`src/rtl/rs_age_select.sv`:
```
// Oldest-first select for one reservation-station issue port.
// An age matrix orders the valid entries; the registered grant is held under back-pressure.
module rs_age_select #(
  parameter  int RS_ENTRIES = 8,
  localparam int IDX_W      = $clog2(RS_ENTRIES)
) (
  input  logic                  clk,
  input  logic                  rst_n,
  input  logic                  alloc_en,
  input  logic [IDX_W-1:0]      alloc_index,
  input  logic [RS_ENTRIES-1:0] request_vector,
  input  logic                  issue_stall,
  input  logic                  flush,
  output logic                  grant_en,
  output logic [IDX_W-1:0]      grant_index,
  output logic [RS_ENTRIES-1:0] valid_vector
);

  logic [RS_ENTRIES-1:0]                 valid_q;
  // older_q[i][j] = 1 means entry i is older than entry j.
  logic [RS_ENTRIES-1:0][RS_ENTRIES-1:0] older_q;

  logic                  consume;
  logic [RS_ENTRIES-1:0] grant_oh;
  logic [RS_ENTRIES-1:0] alloc_oh;
  logic [RS_ENTRIES-1:0] dealloc;
  logic [RS_ENTRIES-1:0] cand;
  logic [RS_ENTRIES-1:0] win;
  logic [IDX_W-1:0]      winner_idx;
  logic                  any_cand;

  assign consume = grant_en & ~issue_stall;

  // NOTE: every always_comb output gets a default before any conditional write, so no latch is inferred.
  always_comb begin
    grant_oh              = '0;
    grant_oh[grant_index] = 1'b1;
    alloc_oh              = '0;
    alloc_oh[alloc_index] = alloc_en;
    dealloc               = consume ? grant_oh : '0;
    // The pending (or just-consumed) entry is never a candidate.
    cand                  = request_vector & valid_q & ~(grant_en ? grant_oh : '0);
    any_cand              = |cand;
    win                   = '0;
    winner_idx            = '0;
    for (int i = 0; i < RS_ENTRIES; i++) begin
      win[i] = cand[i];
      for (int j = 0; j < RS_ENTRIES; j++) begin
        if (cand[j] && older_q[j][i]) win[i] = 1'b0;
      end
    end
    for (int i = 0; i < RS_ENTRIES; i++) begin
      if (win[i]) winner_idx = IDX_W'(i);
    end
  end

  // NOTE: sequential state uses non-blocking assignments so every flop samples pre-edge values.
  // NOTE: the age matrix is a flop array, not RAM, so it takes the async reset like any other state.
  always_ff @(posedge clk or negedge rst_n) begin
    if (!rst_n) begin
      valid_q <= '0;
      older_q <= '0;
    end else if (flush) begin
      valid_q <= '0;
      older_q <= '0;
    end else begin
      valid_q <= (valid_q & ~dealloc) | alloc_oh;
      if (alloc_en) begin
        // New entry becomes the youngest: its row clears, its column records who survives this edge.
        for (int j = 0; j < RS_ENTRIES; j++) begin
          older_q[alloc_index][j] <= 1'b0;
          older_q[j][alloc_index] <= (j != int'(alloc_index)) & valid_q[j] & ~dealloc[j];
        end
      end
    end
  end

  always_ff @(posedge clk or negedge rst_n) begin
    if (!rst_n) begin
      grant_en    <= 1'b0;
      grant_index <= '0;
    end else if (flush) begin
      grant_en    <= 1'b0;
    end else if (!(grant_en && issue_stall)) begin
      grant_en <= any_cand;
      if (any_cand) grant_index <= winner_idx;
    end
  end

  assign valid_vector = valid_q;

  // Dispatch must not overwrite a live entry unless that entry issues this same cycle.
  a_alloc_free_slot : assert property (@(posedge clk) disable iff (!rst_n)
    (alloc_en && !flush) |-> (!valid_q[alloc_index] || (consume && grant_index == alloc_index)));

endmodule

```
`config.mk`:
```
export PLATFORM = sky130hd
export DESIGN_NAME = rs_age_select
export DESIGN_NICKNAME = d
export VERILOG_FILES = /design/src/rtl/rs_age_select.sv
export SDC_FILE = /design/constraint.sdc
export NUM_CORES = 1
export LEC_CHECK = 0
export BUFFER_PORTS_ARGS = -buffer_cell sky130_fd_sc_hd__buf_2
export CAP_MARGIN = 10
export CORE_UTILIZATION = 65
export CTS_BUF_LIST = sky130_fd_sc_hd__clkbuf_2
export DETAILED_ROUTE_END_ITERATION = 8
export PLACE_DENSITY_LB_ADDON = 0.15
export SETUP_SLACK_MARGIN = 0.1
export SYNTH_ARGS = -nofsm -noshare
export SYNTH_HDL_FRONTEND = slang
export SYNTH_SLANG_ARGS = --single-unit
```
`constraint.sdc`:
```
create_clock -name clk -period 4.95 [get_ports clk]
set_clock_uncertainty 0.1 [all_clocks]
set_input_delay 0.2475 -clock clk [delete_from_list [all_inputs] [get_ports clk]]
set_output_delay 0.2475 -clock clk [all_outputs]
set_load 0.005 [all_outputs]
```
# After elaboration in Yosys (flattened, before gate mapping)
# Index checks and enable logic that the tools add are counted.
[classes] n_reduce_logical=63 n_eq_ne=8 muxes=98 bitwise=51 n_lt_le_gt_ge=4
[op_table] cell="$and A64 B64 Y64" count=8
[op_table] cell="$not A64 Y64" count=8
[op_table] cell="$demux W8 S3" count=8
[op_table] cell="$mux W64" count=2
[op_table] cell="$bwmux W8" count=8
[op_table] cell="$mux W1" count=62
[op_table] cell="$logic_and A1 B1 Y1" count=59
[op_table] cell="$and A8 B8 Y8" count=4
[op_table] cell="$mux W8" count=4
[op_table] cell="$mux W3" count=7
[op_table] cell="$and A1 B1 Y1" count=17
[op_table] cell="$not A8 Y8" count=2
[op_table] cell="$ne A3 B3 Y1 const A" count=4
[op_table] cell="$not A1 Y1" count=11
[op_table] cell="$lt A3 B4 Y1 const B" count=2
[op_table] cell="$or A8 B8 Y8" count=1
[op_table] cell="$reduce_or A8 Y1" count=1
[op_table] cell="$mux W7" count=1
[op_table] cell="$demux W1 S3" count=2
[op_table] cell="$ge A3 B1 Y1 const B" count=2
[op_table] cell="$mux W6" count=1
[op_table] cell="$ne A2 B3 Y1 const A" count=2
[op_table] cell="$mux W5" count=1
[op_table] cell="$mux W4" count=1
[op_table] cell="other kinds (6)" count=6
[totals] out_inout_bits=12 ff_bits=76 word_cells=235

# Depth between registers and ports, before layout
# Gate-level depths: netlist (run 1).
[depth] word_depth=24 mapped_depth=9 depth_no_buf=7

# Worst setup path before layout (run 1)
# No wires, ideal clock.
[synth_timing] path_type="register -> register" from="reg grant_index[2]" to="reg grant_index[0]" slack_ns=2.529 required_ns=4.773 setup_ns=0.077 path_stages_with_launch=9 arrival_ns=2.243 path_buffers=1 cell_sequence="dfrtp_1 > buf_6 > nand2b_4 > o311a_4 > or4_4 > o41a_1 > o21ai_2 > a21oi_1 > a21oi_1"
[synth_via] elab_chain_len=23 word_cells_on_any_way=129 cone_classes="order compare (2); mux (66); bitwise (2); reduce/logical (59)"
[synth_rtl] item="start, declared" line_no="15" source="output logic [IDX_W-1:0] grant_index,"
[synth_rtl] item="start signal, assigned" line_no="86" source="if (any_cand) grant_index <= winner_idx;"
[synth_rtl] item="$lt A3 B4 Y1 (not written as such) / $ge A3 B1 Y1 (equally long branches)" line_no="37" source="grant_oh[grant_index] = 1'b1;"
[synth_rtl] item="$logic_and A1 B1 Y1 (not written as such)" line_no="37"
[synth_rtl] item="$mux W1 (not written as such)" line_no="37"
[synth_rtl] item="$demux W1 S3 (*)" line_no="37"
[synth_rtl] item="$mux W8 (*)" line_no="42" source="cand = request_vector & valid_q & ~(grant_en ? grant_oh : '0);"
[synth_rtl] item="$not A8 Y8 (*)" line_no="42"
[synth_rtl] item="$and A8 B8 Y8 (*)" line_no="42"
[synth_rtl] item="$logic_and A1 B1 Y1" line_no="49" source="if (cand[j] && older_q[j][i]) win[i] = 1'b0;"
[synth_rtl] item="$mux W1 (8 in a row)" line_no="49"
[synth_rtl] item="$mux W1" line_no="53" source="if (win[i]) winner_idx = IDX_W'(i);"
[synth_rtl] item="$mux W3 (6 in a row)" line_no="53"
# Mark *: on every way between the ends. The rest lies on a longest branch, timed or not.
# A chain may end at the register's enable or synchronous reset.

# Worst setup path after layout (run 1)
[layout_timing] from="reg grant_index[1]" to="reg grant_index[0]"
# Same word-level chain as after synthesis.

==> results of run 1 <==
[cells by family after synthesis]
family                 count (synthesis)  share of synthesized area, %
flip-flops                            68                          49.0
multiplexers                          28                          8.07
AND/OR/NAND/NOR                      150                          21.4
buffers and inverters                 30                          3.93
AO/OA/AOI/OAI                         93                          17.6
[registers in the layout, indices dropped and copies added, names as in the netlist]
name          flops
older_q          56
valid_vector      8
grant_index       3
grant_en          1
[critical path: cells and delay by family, from the launching register on]
kind / cells / cell delay (ps)
AND/OR/NAND/NOR: 3 / 1220
flip-flops: 1 / 570
AO/OA/AOI/OAI: 4 / 800
[timing repair]
item                       CTS  global route
hold buffers                 3             0
hold endpoints to repair    71             0
setup endpoints to repair    0             0
[cells in the mapped netlist, types with 2 or more instances]
| cell | n |
|---|---|
| mux2i_1 | 28 |
| nor2_1 | 67 |
| o21ai_0 | 21 |
| inv_1 | 9 |
| o31a_2 | 2 |
| and2_1 | 2 |
| nand4b_1 | 2 |
| a22oi_1 | 16 |
| a2111oi_0 | 3 |
| and4_1 | 7 |
| a211oi_1 | 3 |
| nand2_1 | 31 |
| dfrtp_1 | 68 |
| a21oi_1 | 25 |
| or2_2 | 3 |
| nand2b_1 | 3 |
| nand3_1 | 5 |
| buf_6 | 2 |
| a31oi_1 | 4 |
| nor2b_1 | 3 |
| nand4bb_1 | 2 |
| nand4_1 | 4 |
| and3_1 | 11 |
| o21bai_1 | 4 |
| clkbuf_1 | 16 |
| o21a_1 | 7 |
| buf_4 | 2 |
[metal layers]
| metal | GRT usage [%] | vias to the layer above | routed length (um) |
|---|---|---|---|
| met2 | 55.5 | 168 | 4260 |
| met5 | 0 | - | 0 |
| met1 | 51.3 | 1443 | 4070 |
| met4 | 19.5 | 0 | 401 |
| met3 | 7.76 | 29 | 875 |
| li1 | - | 1356 | - |
[path summary, 6_finish.rpt]
check	depth (start not counted)	endpoint	slack (ps)	startpoint
worst max-delay path	7	grant_index[0]$_DFFE_PN0P_	2190	grant_index[1]$_DFFE_PN0P_
worst max register to register	7	grant_index[0]$_DFFE_PN0P_	2190	grant_index[1]$_DFFE_PN0P_
worst min-delay path	2	valid_vector[2]$_DFF_PN0_	30	flush
min in group asynchronous	3	valid_vector[5]$_DFF_PN0_	320	rst_n
max in group asynchronous	3	older_q[15]$_DFFE_PN0P_	3870	rst_n
worst min register to register	2	older_q[45]$_DFFE_PN0P_	410	older_q[45]$_DFFE_PN0P_
[per-stage QoR]
step	hold slack, ps	total power, mW	instances	worst slack, ps	utilization (%)
CTS	27.7	1.01	464	2220	72.1
floorplan	-148	0.720	369	2530	-
finish	25.2	1.01	464	2190	72.1
global route	40.1	1.05	464	2070	72.1
global placement	380	0.762	447	2360	70.2
detailed placement	390	0.766	447	2260	70.2
[final cells by class]
| class | count | area (um2) | share of cell area (%) |
|---|---|---|---|
| Clock buffer | 10 | 50.0 | 1.35 |
| Timing Repair Buffer | 32 | 180 | 4.86 |
| Clock inverter | 4 | 18.8 | 0.506 |
| Multi-Input combinational cell | 271 | 1640 | 44.1 |
| Inverter | 9 | 33.8 | 0.911 |
| Tap cell | 70 | 87.6 | 2.36 |
| Sequential cell | 68 | 1700 | 45.9 |
[power by group through the flow]
| stage | sequential [mW] | combinational, mW | clock, mW |
|---|---|---|---|
| CTS | 0.612 | 0.146 | 0.247 |
| global placement | 0.621 | 0.141 | 0 |
| floorplan | 0.594 | 0.126 | 0 |
| detailed placement | 0.623 | 0.144 | 0 |
| finish | 0.615 | 0.148 | 0.247 |
| global route | 0.617 | 0.163 | 0.267 |
==> metrics.cfg, run 1 <==
[global_routing]
grt_pass1_vias = 2756
grt_pass1_wl_um = 14700
antenna_found_initial = 0
grt_max_degree = 69
track_usage_pct = 37.1
grt_overflow = 0

[clock_network]
cts_setup_buffers = 0
cts_inserted_buffers = 9
clkSinkCount = 68
cts_tree = built
cts.repair.resized = 0
cts.reportedPaths.clkPinSlew_ps = 180
cts_max_level = 3
root_buffer = clkbuf_2
clock_latency_ps = 520
clockBufferDepth = 2

[placement]
portBuffers = 27
gp_congestion = 0.913
dp_hpwl_um = 6690
postPlaceCellArea_mm2 = 0.00361

[yosys]
dominantRegCellSynth = dfrtp_1
synth_top_cell_area_share_pct = 49.0
yosysUniqueCellTypes = 46
ys_warn_count = 0
syn-num-nets = 385
synth_edf_count = 0
syn_avg_cell_area_um2 = 9.41
syn_inst = 369
synth_top_cell_by_area = dfrtp_1
async_reset_ff_share_pct = 100
yosys-top-cells-area = dfrtp_1 49%, mux2i_1 8.1%, nor2_1 7.2%
synth_area_mm2 = 0.00347
yosysSeqAreaShare_pct = 49.0
ys_ff_latch = 68

[routing]
drt-initial-drc-count = 321
drt-total-wl_um = 9600
wire_per_inst_um = 20.7
drtPass1Iterations = 6
drt-vias-per-instance = 6.46
drc = 0
ant_nets = 0
vias = 2996

[sta]
max_freq_ghz = 0.363
worstMarginPinSlew_ps = 1110
setup_violations = 0
drv_slew = 0
slew_headroom_pct = 25.5
finalHoldViolCount = 0
timing.final.crit_share_pct = 55.7
fin_tns_setup_ps = 0
rsz0062_at_grt = false
period_minus_slack_ps = 2760

[setup_path]
start_kind = register
cp.required_ps = 5290
endpoint_kind = register
slowest_delay_ps = 570
critPathSlowestCell = dfrtp_1
worstSetupPathType = register to register
path_max_fanout = 13
cp_common_cell = a21oi_1
arrival_ps = 3100
crit_chain = nand4bb_1 > and3_1 > or4_4 > o41a_1 > o21ai_2 > a21oi_1 > a21oi_1

[power]
p_int_uw = 687
p_per_area_mw_per_mm2 = 273
power.net_switching_uw = 323
leakagePower_nw = 1.72
seq_power_share_pct = 60.9
vdd_drop_max_mv = 0.190
p_clk_share_pct = 24.5
swShare_pct = 32.0
combPwrFrac_pct = 14.6

[final_layout]
drive_above_1_share_pct = 13.7
final.fill_count = 441
design_area_mm2 = 0.00371
diodes = 0
final_common_cell = dfrtp_1
nets = 407
syn_to_final_growth_pct = 6.74
final_cell_mix = 68 x dfrtp_1, 67 x nor2_1, 31 x nand2_1, 28 x mux2i_1, 27 x buf_2

[flow_run]
maxCapViolations = 0

[floorplan]
die-area_mm2 = 0.00564
initial_core_util_pct = 67.6
fp-row-count = 26
core_area_mm2 = 0.00514
die_h_um = 75.1
pin_count = 28
fp.dieW_um = 75.1

[min_path]
hold_path_class = input pin to register

[status]
status = complete, no violations

No activity file was read; power rests on OpenSTA's default activity.
==> run 2: changes to the inputs <==
--- a/config.mk
+++ b/config.mk
@@ -7,7 +7,7 @@
 export LEC_CHECK = 0
 export BUFFER_PORTS_ARGS = -buffer_cell sky130_fd_sc_hd__buf_2
 export CAP_MARGIN = 10
-export CORE_UTILIZATION = 65
+export CORE_UTILIZATION = 62
 export CTS_BUF_LIST = sky130_fd_sc_hd__clkbuf_2
 export DETAILED_ROUTE_END_ITERATION = 8
 export PLACE_DENSITY_LB_ADDON = 0.15
==> constraint.sdc (replaced) <==
create_clock -name clk -period 2.8 [get_ports clk]
set_clock_uncertainty 0.1 [all_clocks]
set_input_delay 0.14 -clock clk [delete_from_list [all_inputs] [get_ports clk]]
set_output_delay 0.14 -clock clk [all_outputs]
set_load 0.005 [all_outputs]
==> metrics.cfg, run 2 (synthesis results as in run 1) <==
[power]
vdd_drop_max_mv = 0.329  ; +73%
power_mw = 1.91  ; +89%
swShare_pct = 29.9  ; -2.1 points
p_int_mw = 1.34  ; +95%
p_per_area_mw_per_mm2 = 495  ; +81%
leakagePower_nw = 1.79  ; +3.8%
p_clk_share_pct = 27.1  ; +2.6 points
seq_power_share_pct = 57.0  ; -3.9 points
combPwrFrac_pct = 15.8  ; +1.2 points
power.net_switching_uw = 571  ; +77%

[sta]
setup_violations = 0  ; unchanged
max_freq_ghz = 0.389  ; +7.3%
period_minus_slack_ps = 2570  ; -187 ps
hold_ws_ps = 129  ; +104 ps
timing.final.crit_share_pct = 91.8  ; +36 points
slew_headroom_pct = 39.0  ; +14 points
worstMarginPinSlew_ps = 913  ; -201 ps
fin_tns_setup_ps = 0  ; unchanged
drv_slew = 0  ; unchanged
finalHoldViolCount = 0  ; unchanged
rsz0062_at_grt = false

[final_layout]
multi_input_area_mm2 = 0.00164  ; unchanged
final_cells = 477  ; +2.8%
nets = 420  ; +3.2%
largest_reg_flops = 56  ; unchanged
top_register = older_q
syn_to_final_growth_pct = 11.2
final_cell_mix = 67 x nor2_1, 64 x dfrtp_1, 31 x nand2_1, 28 x mux2i_1, 27 x buf_2
diodes = 0  ; unchanged
drive_above_1_share_pct = 15.5  ; +1.8 points
final.fill_count = 392  ; -11%
regArea_mm2 = 0.00171  ; +0.29%
final_common_cell = nor2_1

[global_routing]
track_usage_pct = 35.9  ; -1.2 points
grt_overflow = 0  ; unchanged
grt_pass1_vias = 2938  ; +6.6%
grt_pass1_wl_um = 15600  ; +6.4%
antenna_found_initial = 0  ; unchanged
grt_max_degree = 36  ; -48%

[routing]
drc = 0  ; unchanged
drt-initial-drc-count = 350  ; +9.0%
wire_per_inst_um = 20.7  ; +0.23%
vias = 3132  ; +4.5%
drt-total-wl_um = 9900  ; +3.0%
drt-vias-per-instance = 6.57  ; +1.7%
drtPass1Iterations = 6  ; unchanged
ant_nets = 0  ; unchanged

[setup_path]
crit_chain = nand4bb_1 > and3_1 > or4_4 > o41a_1 > o21ai_2 > nor2_1 > a21oi_1
arrival_ps = 2890  ; -210 ps
critPathSlowestCell = or4_4
worstSetupPathType = register to register
path_max_fanout = 13  ; unchanged
cp.required_ps = 3120  ; -2170 ps
start_kind = register
cp-startpoint = grant_index[1]$_DFFE_PN0P_
critPathTopFamily = simple AND/OR/NAND/NOR gates
slowest_delay_ps = 540  ; -30 ps
path_buf_inv = 0  ; unchanged
r2r_start = grant_index[1]$_DFFE_PN0P_
endpoint_kind = register

[floorplan]
core_area_mm2 = 0.00524  ; +1.9%
initial_core_util_pct = 66.3  ; -1.3 points
fp.dieW_um = 76.8  ; +2.3%
die-area_mm2 = 0.00591  ; +4.7%
die_h_um = 76.8  ; +2.3%
pin_count = 28  ; unchanged
fp-row-count = 26  ; unchanged

[flow_run]
maxCapViolations = 0  ; unchanged

[status]
status = complete, no violations

[clock_network]
clockBufferDepth = 2  ; unchanged
cts_tree = built
cts_inserted_buffers = 9  ; unchanged
clock_latency_ps = 500  ; -20 ps
cts.reportedPaths.clkPinSlew_ps = 170  ; about the same
cts_max_level = 3  ; unchanged
clkSinkCount = 68  ; unchanged
root_buffer = clkbuf_2

[placement]
dp_hpwl_um = 6850  ; +2.5%
portBuffers = 27  ; unchanged
gp_congestion = 0.976  ; +7.0%
place.detailed.instances = 449  ; +0.45%

[min_path]
hold_path_class = input pin to async pin

## run 2: cell type report
type	instances	share of cell area (%)
tap	70	2.27
inverter	9	0.874
clock inverter	4	1.10
timing repair buffer	45	7.97
sequential	68	44.2
multi-input combinational	271	42.3
clock buffer	10	1.30
## run 2: power by group through the flow
stage                     Clock, mW  Combinational, mW  Sequential, mW
after floorplan                   0              0.222            1.05
after global placement            0              0.254            1.10
after detailed placement          0              0.255            1.10
after CTS                     0.526              0.266            1.08
after global routing          0.556              0.325            1.10
final                         0.519              0.303            1.09
## run 2: repair_timing
action | in CTS | in global routing
setup buffers | 0 | 3
setup endpoints to repair | 0 | 3
hold buffers | 10 | 0
endpoints found under the hold margin | 45 | 0
resized for setup | 0 | 4
## run 2: layer usage
layer  share of wire, %  up-vias  track usage, %
met4                5.1        0            18.7
met5                  0        -               0
met2                 45      244            53.5
li1                   -     1381               -
met3                 11       49            11.1
met1                 39     1458            47.1
## run 2: final timing paths
check / to / slack (ps) / cells past startpoint
max: grant_index[2]$_DFFE_PN0P_ / 230 / 7
min: older_q[29]$_DFFE_PN0P_ / 130 / 2
max reg2reg: grant_index[2]$_DFFE_PN0P_ / 230 / 7
min reg2reg: older_q[9]$_DFFE_PN0P_ / 410 / 2
max in group asynchronous: older_q[39]$_DFFE_PN0P_ / 1820 / 3
min in group clk: grant_index[2]$_DFFE_PN0P_ / 210 / 6
## run 2: through the flow
step                      cell area (um2)  worst slack (ps)  util, %
after CTS                            3830               183     73.1
final                                3860               230     73.8
after global routing                 3860               104     73.8
after global placement               3640               279     69.4
after detailed placement             3640               227     69.4
after floorplan                      3470               379        -
## run 2: worst reg2reg max path, stage by stage, from the launching register on
cell and delay [ps]:
dfrtp_2 520, nand4bb_1 300, and3_1 270, or4_4 540
o41a_1 500, o21ai_2 90, nor2_1 70, a21oi_1 120
